`src/rtl/arith_issue_queue.sv`:
```
// arith_issue_queue: in-order-age ALU reservation station with two wakeup ports.
// Optional feature macro ARITH_IQ_BYPASS_EN: wakeups count as ready for same-cycle select.

module arith_iq_opnd_wake #(
    parameter int TAG_W = 5
) (
    input  logic             rdy,
    input  logic [TAG_W-1:0] tag,
    input  logic [7:0]       val,
    input  logic             wk0_valid,
    input  logic [TAG_W-1:0] wk0_tag,
    input  logic [7:0]       wk0_val,
    input  logic             wk1_valid,
    input  logic [TAG_W-1:0] wk1_tag,
    input  logic [7:0]       wk1_val,
    output logic             woke_rdy,
    output logic [7:0]       woke_val
);
    logic hit0, hit1;

    assign hit0     = ~rdy & wk0_valid & (wk0_tag == tag);
    assign hit1     = ~rdy & wk1_valid & (wk1_tag == tag);
    assign woke_rdy = rdy | hit0 | hit1;
    // wk0 wins when both ports broadcast the same tag
    assign woke_val = hit0 ? wk0_val : (hit1 ? wk1_val : val);
endmodule

module arith_issue_queue #(
    parameter int DEPTH = 4,
    parameter int TAG_W = 5
) (
    input  logic                         clk,
    input  logic                         rst,
    input  logic                         flush,
    input  logic                         disp_valid,
    output logic                         disp_ready,
    input  logic [3:0]                   disp_opcode,
    input  logic [TAG_W-1:0]             disp_rob,
    input  logic [TAG_W-1:0]             disp_dest,
    input  logic [TAG_W-1:0]             disp_flag_dest,
    input  logic [TAG_W-1:0]             disp_a_tag,
    input  logic [TAG_W-1:0]             disp_b_tag,
    input  logic [TAG_W-1:0]             disp_f_tag,
    input  logic                         disp_a_rdy,
    input  logic                         disp_b_rdy,
    input  logic                         disp_f_rdy,
    input  logic [7:0]                   disp_a_val,
    input  logic [7:0]                   disp_b_val,
    input  logic [7:0]                   disp_f_val,
    input  logic                         wk0_valid,
    input  logic [TAG_W-1:0]             wk0_tag,
    input  logic [7:0]                   wk0_val,
    input  logic                         wk1_valid,
    input  logic [TAG_W-1:0]             wk1_tag,
    input  logic [7:0]                   wk1_val,
    output logic                         instr_valid,
    output logic [3:0]                   opcode,
    output logic [TAG_W-1:0]             ROB_entry,
    output logic [TAG_W-1:0]             dest_reg,
    output logic [TAG_W-1:0]             flag_reg,
    output logic [7:0]                   op_a_val,
    output logic [7:0]                   op_b_val,
    output logic [7:0]                   flags_val,
    output logic [$clog2(DEPTH+1)-1:0]   count
);
    localparam int CW = $clog2(DEPTH+1);

    typedef struct packed {
        logic             rdy;
        logic [TAG_W-1:0] tag;
        logic [7:0]       val;
    } opnd_t;

    typedef struct packed {
        logic             valid;
        logic [3:0]       opcode;
        logic [TAG_W-1:0] rob;
        logic [TAG_W-1:0] dest;
        logic [TAG_W-1:0] flag_dest;
        opnd_t            a;
        opnd_t            b;
        opnd_t            f;
    } entry_t;

    entry_t q    [DEPTH];
    entry_t upd  [DEPTH];   // stored entries with this cycle's wakeups applied
    entry_t shft [DEPTH];   // upd shifted down by one slot
    entry_t nxt  [DEPTH];
    entry_t dent;
    entry_t iss;

    logic [DEPTH-1:0] elig;
    logic             seen, issue, accept;
    logic [CW-1:0]    cnt_after;

    for (genvar i = 0; i < DEPTH; i++) begin : g_ent
        logic       ar, br, fr;
        logic [7:0] av, bv, fv;
        entry_t     u;

        arith_iq_opnd_wake #(.TAG_W(TAG_W)) u_a (
            .rdy(q[i].a.rdy), .tag(q[i].a.tag), .val(q[i].a.val),
            .wk0_valid(wk0_valid), .wk0_tag(wk0_tag), .wk0_val(wk0_val),
            .wk1_valid(wk1_valid), .wk1_tag(wk1_tag), .wk1_val(wk1_val),
            .woke_rdy(ar), .woke_val(av));
        arith_iq_opnd_wake #(.TAG_W(TAG_W)) u_b (
            .rdy(q[i].b.rdy), .tag(q[i].b.tag), .val(q[i].b.val),
            .wk0_valid(wk0_valid), .wk0_tag(wk0_tag), .wk0_val(wk0_val),
            .wk1_valid(wk1_valid), .wk1_tag(wk1_tag), .wk1_val(wk1_val),
            .woke_rdy(br), .woke_val(bv));
        arith_iq_opnd_wake #(.TAG_W(TAG_W)) u_f (
            .rdy(q[i].f.rdy), .tag(q[i].f.tag), .val(q[i].f.val),
            .wk0_valid(wk0_valid), .wk0_tag(wk0_tag), .wk0_val(wk0_val),
            .wk1_valid(wk1_valid), .wk1_tag(wk1_tag), .wk1_val(wk1_val),
            .woke_rdy(fr), .woke_val(fv));

        always_comb begin
            u       = q[i];
            u.a.rdy = ar;
            u.a.val = av;
            u.b.rdy = br;
            u.b.val = bv;
            u.f.rdy = fr;
            u.f.val = fv;
        end
        assign upd[i] = u;

`ifdef ARITH_IQ_BYPASS_EN
        assign elig[i] = q[i].valid & ar & br & fr;
`else
        assign elig[i] = q[i].valid & q[i].a.rdy & q[i].b.rdy & q[i].f.rdy;
`endif

        if (i < DEPTH-1) begin : g_sh
            assign shft[i] = upd[i+1];
        end else begin : g_top
            assign shft[i] = '0;
        end
    end

    logic       dar, dbr, dfr;
    logic [7:0] dav, dbv, dfv;

    arith_iq_opnd_wake #(.TAG_W(TAG_W)) u_da (
        .rdy(disp_a_rdy), .tag(disp_a_tag), .val(disp_a_val),
        .wk0_valid(wk0_valid), .wk0_tag(wk0_tag), .wk0_val(wk0_val),
        .wk1_valid(wk1_valid), .wk1_tag(wk1_tag), .wk1_val(wk1_val),
        .woke_rdy(dar), .woke_val(dav));
    arith_iq_opnd_wake #(.TAG_W(TAG_W)) u_db (
        .rdy(disp_b_rdy), .tag(disp_b_tag), .val(disp_b_val),
        .wk0_valid(wk0_valid), .wk0_tag(wk0_tag), .wk0_val(wk0_val),
        .wk1_valid(wk1_valid), .wk1_tag(wk1_tag), .wk1_val(wk1_val),
        .woke_rdy(dbr), .woke_val(dbv));
    arith_iq_opnd_wake #(.TAG_W(TAG_W)) u_df (
        .rdy(disp_f_rdy), .tag(disp_f_tag), .val(disp_f_val),
        .wk0_valid(wk0_valid), .wk0_tag(wk0_tag), .wk0_val(wk0_val),
        .wk1_valid(wk1_valid), .wk1_tag(wk1_tag), .wk1_val(wk1_val),
        .woke_rdy(dfr), .woke_val(dfv));

    always_comb begin
        dent           = '0;
        dent.valid     = 1'b1;
        dent.opcode    = disp_opcode;
        dent.rob       = disp_rob;
        dent.dest      = disp_dest;
        dent.flag_dest = disp_flag_dest;
        dent.a         = '{rdy: dar, tag: disp_a_tag, val: dav};
        dent.b         = '{rdy: dbr, tag: disp_b_tag, val: dbv};
        dent.f         = '{rdy: dfr, tag: disp_f_tag, val: dfv};
    end

    assign disp_ready = (count < CW'(DEPTH));

    // seen marks the selected slot and everything above it; those slots take
    // their upper neighbour, which both removes the issued entry and compacts
    always_comb begin
        seen = 1'b0;
        iss  = '0;
        for (int j = 0; j < DEPTH; j++) begin
            if (elig[j] && !seen)
                iss = upd[j];
            seen   = seen | elig[j];
            nxt[j] = (seen && !flush) ? shft[j] : upd[j];
            if (flush)
                nxt[j].valid = 1'b0;
        end
        issue     = seen & ~flush;
        accept    = disp_valid & disp_ready & ~flush;
        cnt_after = count - CW'(issue);
        for (int j = 0; j < DEPTH; j++) begin
            if (accept && cnt_after == CW'(j))
                nxt[j] = dent;
        end
    end

    always_ff @(posedge clk or posedge rst) begin
        if (rst) begin
            for (int j = 0; j < DEPTH; j++)
                q[j] <= '0;
            count       <= '0;
            instr_valid <= 1'b0;
            opcode      <= '0;
            ROB_entry   <= '0;
            dest_reg    <= '0;
            flag_reg    <= '0;
            op_a_val    <= '0;
            op_b_val    <= '0;
            flags_val   <= '0;
        end else begin
            for (int j = 0; j < DEPTH; j++)
                q[j] <= nxt[j];
            count       <= flush ? '0 : cnt_after + CW'(accept);
            instr_valid <= issue;
            if (issue) begin
                opcode    <= iss.opcode;
                ROB_entry <= iss.rob;
                dest_reg  <= iss.dest;
                flag_reg  <= iss.flag_dest;
                op_a_val  <= iss.a.val;
                op_b_val  <= iss.b.val;
                flags_val <= iss.f.val;
            end
        end
    end
endmodule

```
`config.mk`:
```
export PLATFORM = sky130hd
export DESIGN_NAME = arith_issue_queue
export DESIGN_NICKNAME = d
export VERILOG_FILES = /design/src/rtl/arith_issue_queue.sv
export SDC_FILE = /design/constraint.sdc
export NUM_CORES = 1
export LEC_CHECK = 0
export CORE_MARGIN = 2
export CORE_UTILIZATION = 54
export CTS_CLUSTER_SIZE = 25
export DETAILED_ROUTE_END_ITERATION = 10
export GPL_TIMING_DRIVEN = 1
export PLACE_DENSITY = 0.76
export RECOVER_POWER = 25
export SETUP_SLACK_MARGIN = 0.4
export SLEW_MARGIN = 20
export SYNTH_ARGS = -nofsm -noshare
export SYNTH_HDL_FRONTEND = slang
export SYNTH_HIERARCHICAL = 1
export SYNTH_SLANG_ARGS = --single-unit
```
`constraint.sdc`:
```
create_clock -name clk -period 19.2 [get_ports clk]
set_clock_uncertainty 0.15 [all_clocks]
set_input_delay 2.88 -clock clk [delete_from_list [all_inputs] [get_ports clk]]
set_output_delay 2.88 -clock clk [all_outputs]
set_load 0.005 [all_outputs]
```
==> results of run 1 <==
## where the power goes
group	switching [mW]	leakage, nW	internal (mW)
sequential	0.234	3.71	0.910
clock	0.298	0.619	0.447
combinational	0.802	3.68	0.508
total	1.33	8.01	1.86
## path summary, 6_finish.rpt
check,start,cells past startpoint,to,slack (ns)
worst max register to register,q[137],10,q[186],13.93
worst min-delay path,op_a_val[0],1,op_a_val[0],0.36
worst min register to register,op_a_val[0],1,op_a_val[0],0.36
min in group asynchronous,rst,2,g_ent[1].u[8],3.92
worst max-delay path,rst,4,q[154],9.66
max in group clk,flush,9,q[186],11.58
## layout by cell type, fill, tap and decap left out, drive strengths merged, types with 32 or more instances in the layout
cell,count
a211oi,74
buf,32
a31oi,121
clkbuf,50
nand2,297
xnor2,150
mux2i,124
nor2,127
a21oi,199
clkdlybuf4s50,91
dlygate4sd3,49
o21ai,281
nand4,154
a221o,37
dfrtp,295
nor3,125
## cell type report
| cell class | count | area, um^2 | area share, % |
|---|---|---|---|
| Clock buffer | 49 | 1020 | 4.58 |
| Clock inverter | 17 | 259 | 1.16 |
| Inverter | 22 | 83.8 | 0.376 |
| Multi-Input combinational cell | 1802 | 11300 | 50.8 |
| Sequential cell | 295 | 7380 | 33.1 |
| Tap cell | 461 | 577 | 2.59 |
| Timing Repair Buffer | 173 | 1650 | 7.41 |
## kinds of logic after synthesis
logic type,synth area share [%]
simple gates,20.3
compound gates,22.7
flops,37.7
buf+inv,4.96
xor+xnor,7.95
mux,6.34
fa+ha+maj,0.128
## metrics by stage
step | instances | setup slack, ns
6_report | 2819 | 9.66
5_1_grt | 2819 | 8.43
3_5_place_dp | 2752 | 11.01
2_1_floorplan | 2291 | 8.02
4_1_cts | 2818 | 11.59
3_3_place_gp | 2752 | 11.21
## routing by layer
metal / up-vias / global-route usage [%] / wire (um)
met5: - / 0.511 / 0
met4: 0 / 16.9 / 3340
met3: 288 / 9.72 / 9510
met2: 1520 / 54.0 / 30300
met1: 9377 / 51.8 / 28000
li1: 8531 / - / -
## critical path, delay by kind of cell
family	cells	cell delay (ns)
buffers and inverters	4	6.95
==> reports/qor.txt, run 1 <==
CTS Hold Buffers Added = 0
Post-CTS sizing = 0
Final core utilization = 62.5%
TritonRoute pass-1 iters = 11
Finish-stage setup viols = 0
Yosys reg bits = 295
Tcrit/Tclk final = 49.7%
Data required, critical path = 19.59 ns
Failing checks = design-rule violations, max-capacitance violations, max-slew violations
Routed Wire Length = 71100 um
Vias = 19716
Die extent in y = 194 um
Maximum vdd drop = 117 uV
Rows = 69
Hold WS = 0.356 ns
Detailed-route DRC error count = 3
CTS tree = built
Global-route wire length before repair = 110000 um
PD cells = 143 nW/um^2
Placed Area = 21000 um^2
Maximum Capacitance Violations = 2
Grt ovf = 0
Initial antenna violation count = 1
PortBufs = 140
Tot Pwr = 3.20 mW
Largest net degree at the start of global routing = 94
Worst setup path class = input port to async pin
Wire length per cell = 25.2 um
Max-slew headroom = -185%
Total Negative Setup Slacks = 0 ns
CP peak stage delay = 2.95 ns
Ratio of cells with drive above 1 in the final layout = 9.67%
Count of final max-slew check failures = 165
Fin crit period = 9.54 ns
Max reg flops = 140
Mapped Area = 19600 um^2
CTS root buffer = clkbuf_16
H-tree Lvls = 2
Chip width = 194 um
Leading area contributor after synthesis = dfrtp_1
Avg Inst Size Synth = 8.55 um^2
Register area share after synthesis = 37.7%
RSZ-0062 raised after global routing = no
Tightest Pin Transition = 4.25 ns
Critical-path top delay cell = clkbuf_1
Starting Density = 54.9%
Share of flip-flops with an asynchronous set or reset = 100%
Vias in the first global route = 19057
GP Congestion = 1.02
Crit start category = input port
Via/cell ratio = 6.99
Layout net count = 2425
CP endpoint kind = async pin
Share of the synthesized area in the top cell type = 37.7%
Diodes inserted = 0
Clk buf depth = 3
CTS Sinks = 295
Crit-path max FO = 93
Max Freq = 0.105 GHz
Post-CTS setup buffer count = 0
Area growth from synthesis to layout = 13.9%
Post-synth EDFFs = 0
I/O pin count = 141
Post-synthesis cell type count = 46
Final hold vios = 0
Post-detail-place hpwl = 46000 um
Post-Layout Inst Area = 22300 um^2
Clock transition at path regs = 0.06 ns
Most common flop cell mapped by yosys = dfrtp_1
GRT Total Usage = 37.1%
HP Class = register to register
Synth Instances = 2291
Die area = 37800 um^2
Dominant cells by area after synthesis = dfrtp_1, o21ai_0, mux2i_1, nand2_1, xnor2_1
Post-route ant nets = 0
DRT iter0 DRCs = 2898
Commonest cells in the netlist = nand2_1, dfrtp_1, o21ai_0
Crit-path cells = dlygate4sd3_1, clkinvlp_2, clkbuf_1, buf_4
Core Footprint = 35700 um^2
Fillers = 3033
Syn Nets = 2386
CTS buffer count = 36
Yosys warnings = 6
Leak = 8.01 nW
Worst-Skew Late Latency = 0.56 ns
Most frequent cell after synthesis = nand2_1
Worst EP arrival = 9.94 ns
Status = finished with violations
No activity file was read; power rests on OpenSTA's default activity.
==> run 2, diff against run 1 <==
--- a/config.mk
+++ b/config.mk
@@ -10,7 +10,7 @@
 export CTS_CLUSTER_SIZE = 25
 export DETAILED_ROUTE_END_ITERATION = 10
 export GPL_TIMING_DRIVEN = 1
-export PLACE_DENSITY = 0.76
+export PLACE_DENSITY = 0.79
 export RECOVER_POWER = 25
 export SETUP_SLACK_MARGIN = 0.4
 export SLEW_MARGIN = 20
==> constraint.sdc (replaced) <==
create_clock -name clk -period 7.9 [get_ports clk]
set_clock_uncertainty 0.15 [all_clocks]
set_input_delay 1.185 -clock clk [delete_from_list [all_inputs] [get_ports clk]]
set_output_delay 1.185 -clock clk [all_outputs]
set_load 0.005 [all_outputs]
==> reports/qor.txt, run 2 (synthesis gave the netlist of run 1 again) <==
Status = finished with violations
Failing checks = design-rule violations, max-capacitance violations, max-slew violations
Net Sw Power = 3.16 mW
HP Class = register to register
Post-CTS sizing = 0
R2r startpoint = q[151]
Maximum Capacitance Violations = 2
Levels on crit path = 9
Ratio of cells with drive above 1 in the final layout = 9.41%
Layout net count = 2420
Crit path buffers/inverters = 3
Switching share of power = 41.6%
Fin crit period = 5.57 ns
Clk buf depth = 3
Grt ovf = 0
Worst-Skew Late Latency = 0.56 ns
Delay-heaviest family, CP = buffers and inverters
Vias in the first global route = 18888
Worst EP arrival = 5.80 ns
CP peak stage delay = 0.92 ns
Tightest Pin Transition = 2.01 ns
CTS Hold Buffers Added = 0
Vias = 19622
Via/cell ratio = 6.99
Max Freq = 0.179 GHz
CTS Sinks = 295
Post-route ant nets = 0
Crit-path cells = clkdlybuf4s50_1, a41o_4, clkinv_1, ha_1, ha_1, nor4b_1, and3_4, buf_4, o21ai_0
Clock transition at path regs = 0.06 ns
Die area = 37800 um^2
CTS tree = built
Finish-stage setup viols = 0
Seq pwr share = 36.6%
Crit start category = input port
Area growth from synthesis to layout = 13.3%
Detailed-route DRC error count = 3
CTS root buffer = clkbuf_16
GP Congestion = 0.963
PD cells = 343 nW/um^2
Final hold vios = 0
Tcrit/Tclk final = 70.5%
Total Negative Setup Slacks = 0 ns
Crit-path max FO = 68
Starting Density = 54.9%
Largest net degree at the start of global routing = 175
CTS buffer count = 35
Crit path capture = q[217]
RSZ-0062 raised after global routing = no
Maximum vdd drop = 223 uV
R2R cell count = 9
PortBufs = 140
GRT Total Usage = 36.3%
Final WS setup = 2.33 ns
Routed Wire Length = 70400 um
Int Pwr = 4.44 mW
Commonest non-fill, non-tap cell in the layout = nand2_1
Most frequent cells in the layout = nand2_1, dfrtp_1, o21ai_0
Leak = 7.96 nW
TritonRoute pass-1 iters = 10
DRT iter0 DRCs = 2695
Max reg flops = 140
Worst r2r dst = q[217]
Clock share of power = 21.9%
FF-to-FF setup slack = 2.50 ns
Chip width = 194 um
Post-CTS setup buffer count = 0
Worst slack, placed = 1.88 ns
Diodes inserted = 0
Initial antenna violation count = 1
Critical-path top delay cell = clkdlybuf4s50_1
H-tree Lvls = 2
I/O pin count = 141
Hold WS = 0.356 ns
Most Frequent Cell on Critical Path = ha_1
Data required, critical path = 8.13 ns
Count of final max-slew check failures = 108
Core Footprint = 35700 um^2
Max-slew headroom = -34.1%
Post-detail-place hpwl = 45600 um
Die extent in y = 194 um
Global-route wire length before repair = 108000 um
Comb pwr share = 41.4%
Wire length per cell = 25.1 um
CP endpoint kind = register
Worst setup path class = input port to register
Fillers = 3041
Rows = 69
CP Launch Point = flush
## run 2: stage by stage
stage                     utilization (%)  area, um^2  std cells  power [mW]
after floorplan                         -       19600       2291        4.80
after global routing                 62.2       22200       2809        8.01
after detailed placement             59.0       21000       2749        5.87
after CTS                            62.3       22200       2809        7.56
final                                62.2       22200       2809        7.60
after global placement               58.8       21000       2746        5.71
## run 2: metal layers
metal  track usage, %  wire (um)
met5             2.17        110
met4             18.7       3820
met3             9.75       8940
met1             48.8      27600
met2             53.8      30000
## run 2: area by class of cell
class	instances	area, um^2	share of cell area, %
multi-input cells	1802	11300	51.0
clock inverters	12	171	0.773
repair buffers	169	1640	7.41
well taps	461	577	2.60
flip-flops and latches	295	7380	33.3
clock buffers	48	1000	4.53
inverters	22	83.8	0.378
## run 2: worst min path at each step
stage / from / to / slack, ns / depth (start not counted)
after global placement: op_b_val[7] / op_b_val[7] / 0.34 / 1
after CTS: flags_val[7] / flags_val[7] / 0.37 / 1
after detailed placement: op_a_val[4] / op_a_val[4] / 0.35 / 1
after global routing: op_b_val[7] / op_b_val[7] / 0.37 / 1
after floorplan: g_ent[0].u[61] / g_ent[0].u[61] / 0.35 / 1
final: op_b_val[7] / op_b_val[7] / 0.36 / 1
## run 2: power groups by stage
stage,Combinational (mW),Sequential (mW),Clock [mW]
floorplan,2.19,2.61,0
global placement,2.96,2.75,0
detailed placement,3.09,2.78,0
CTS,3.10,2.77,1.68
global route,3.42,2.85,1.74
finish,3.15,2.78,1.67
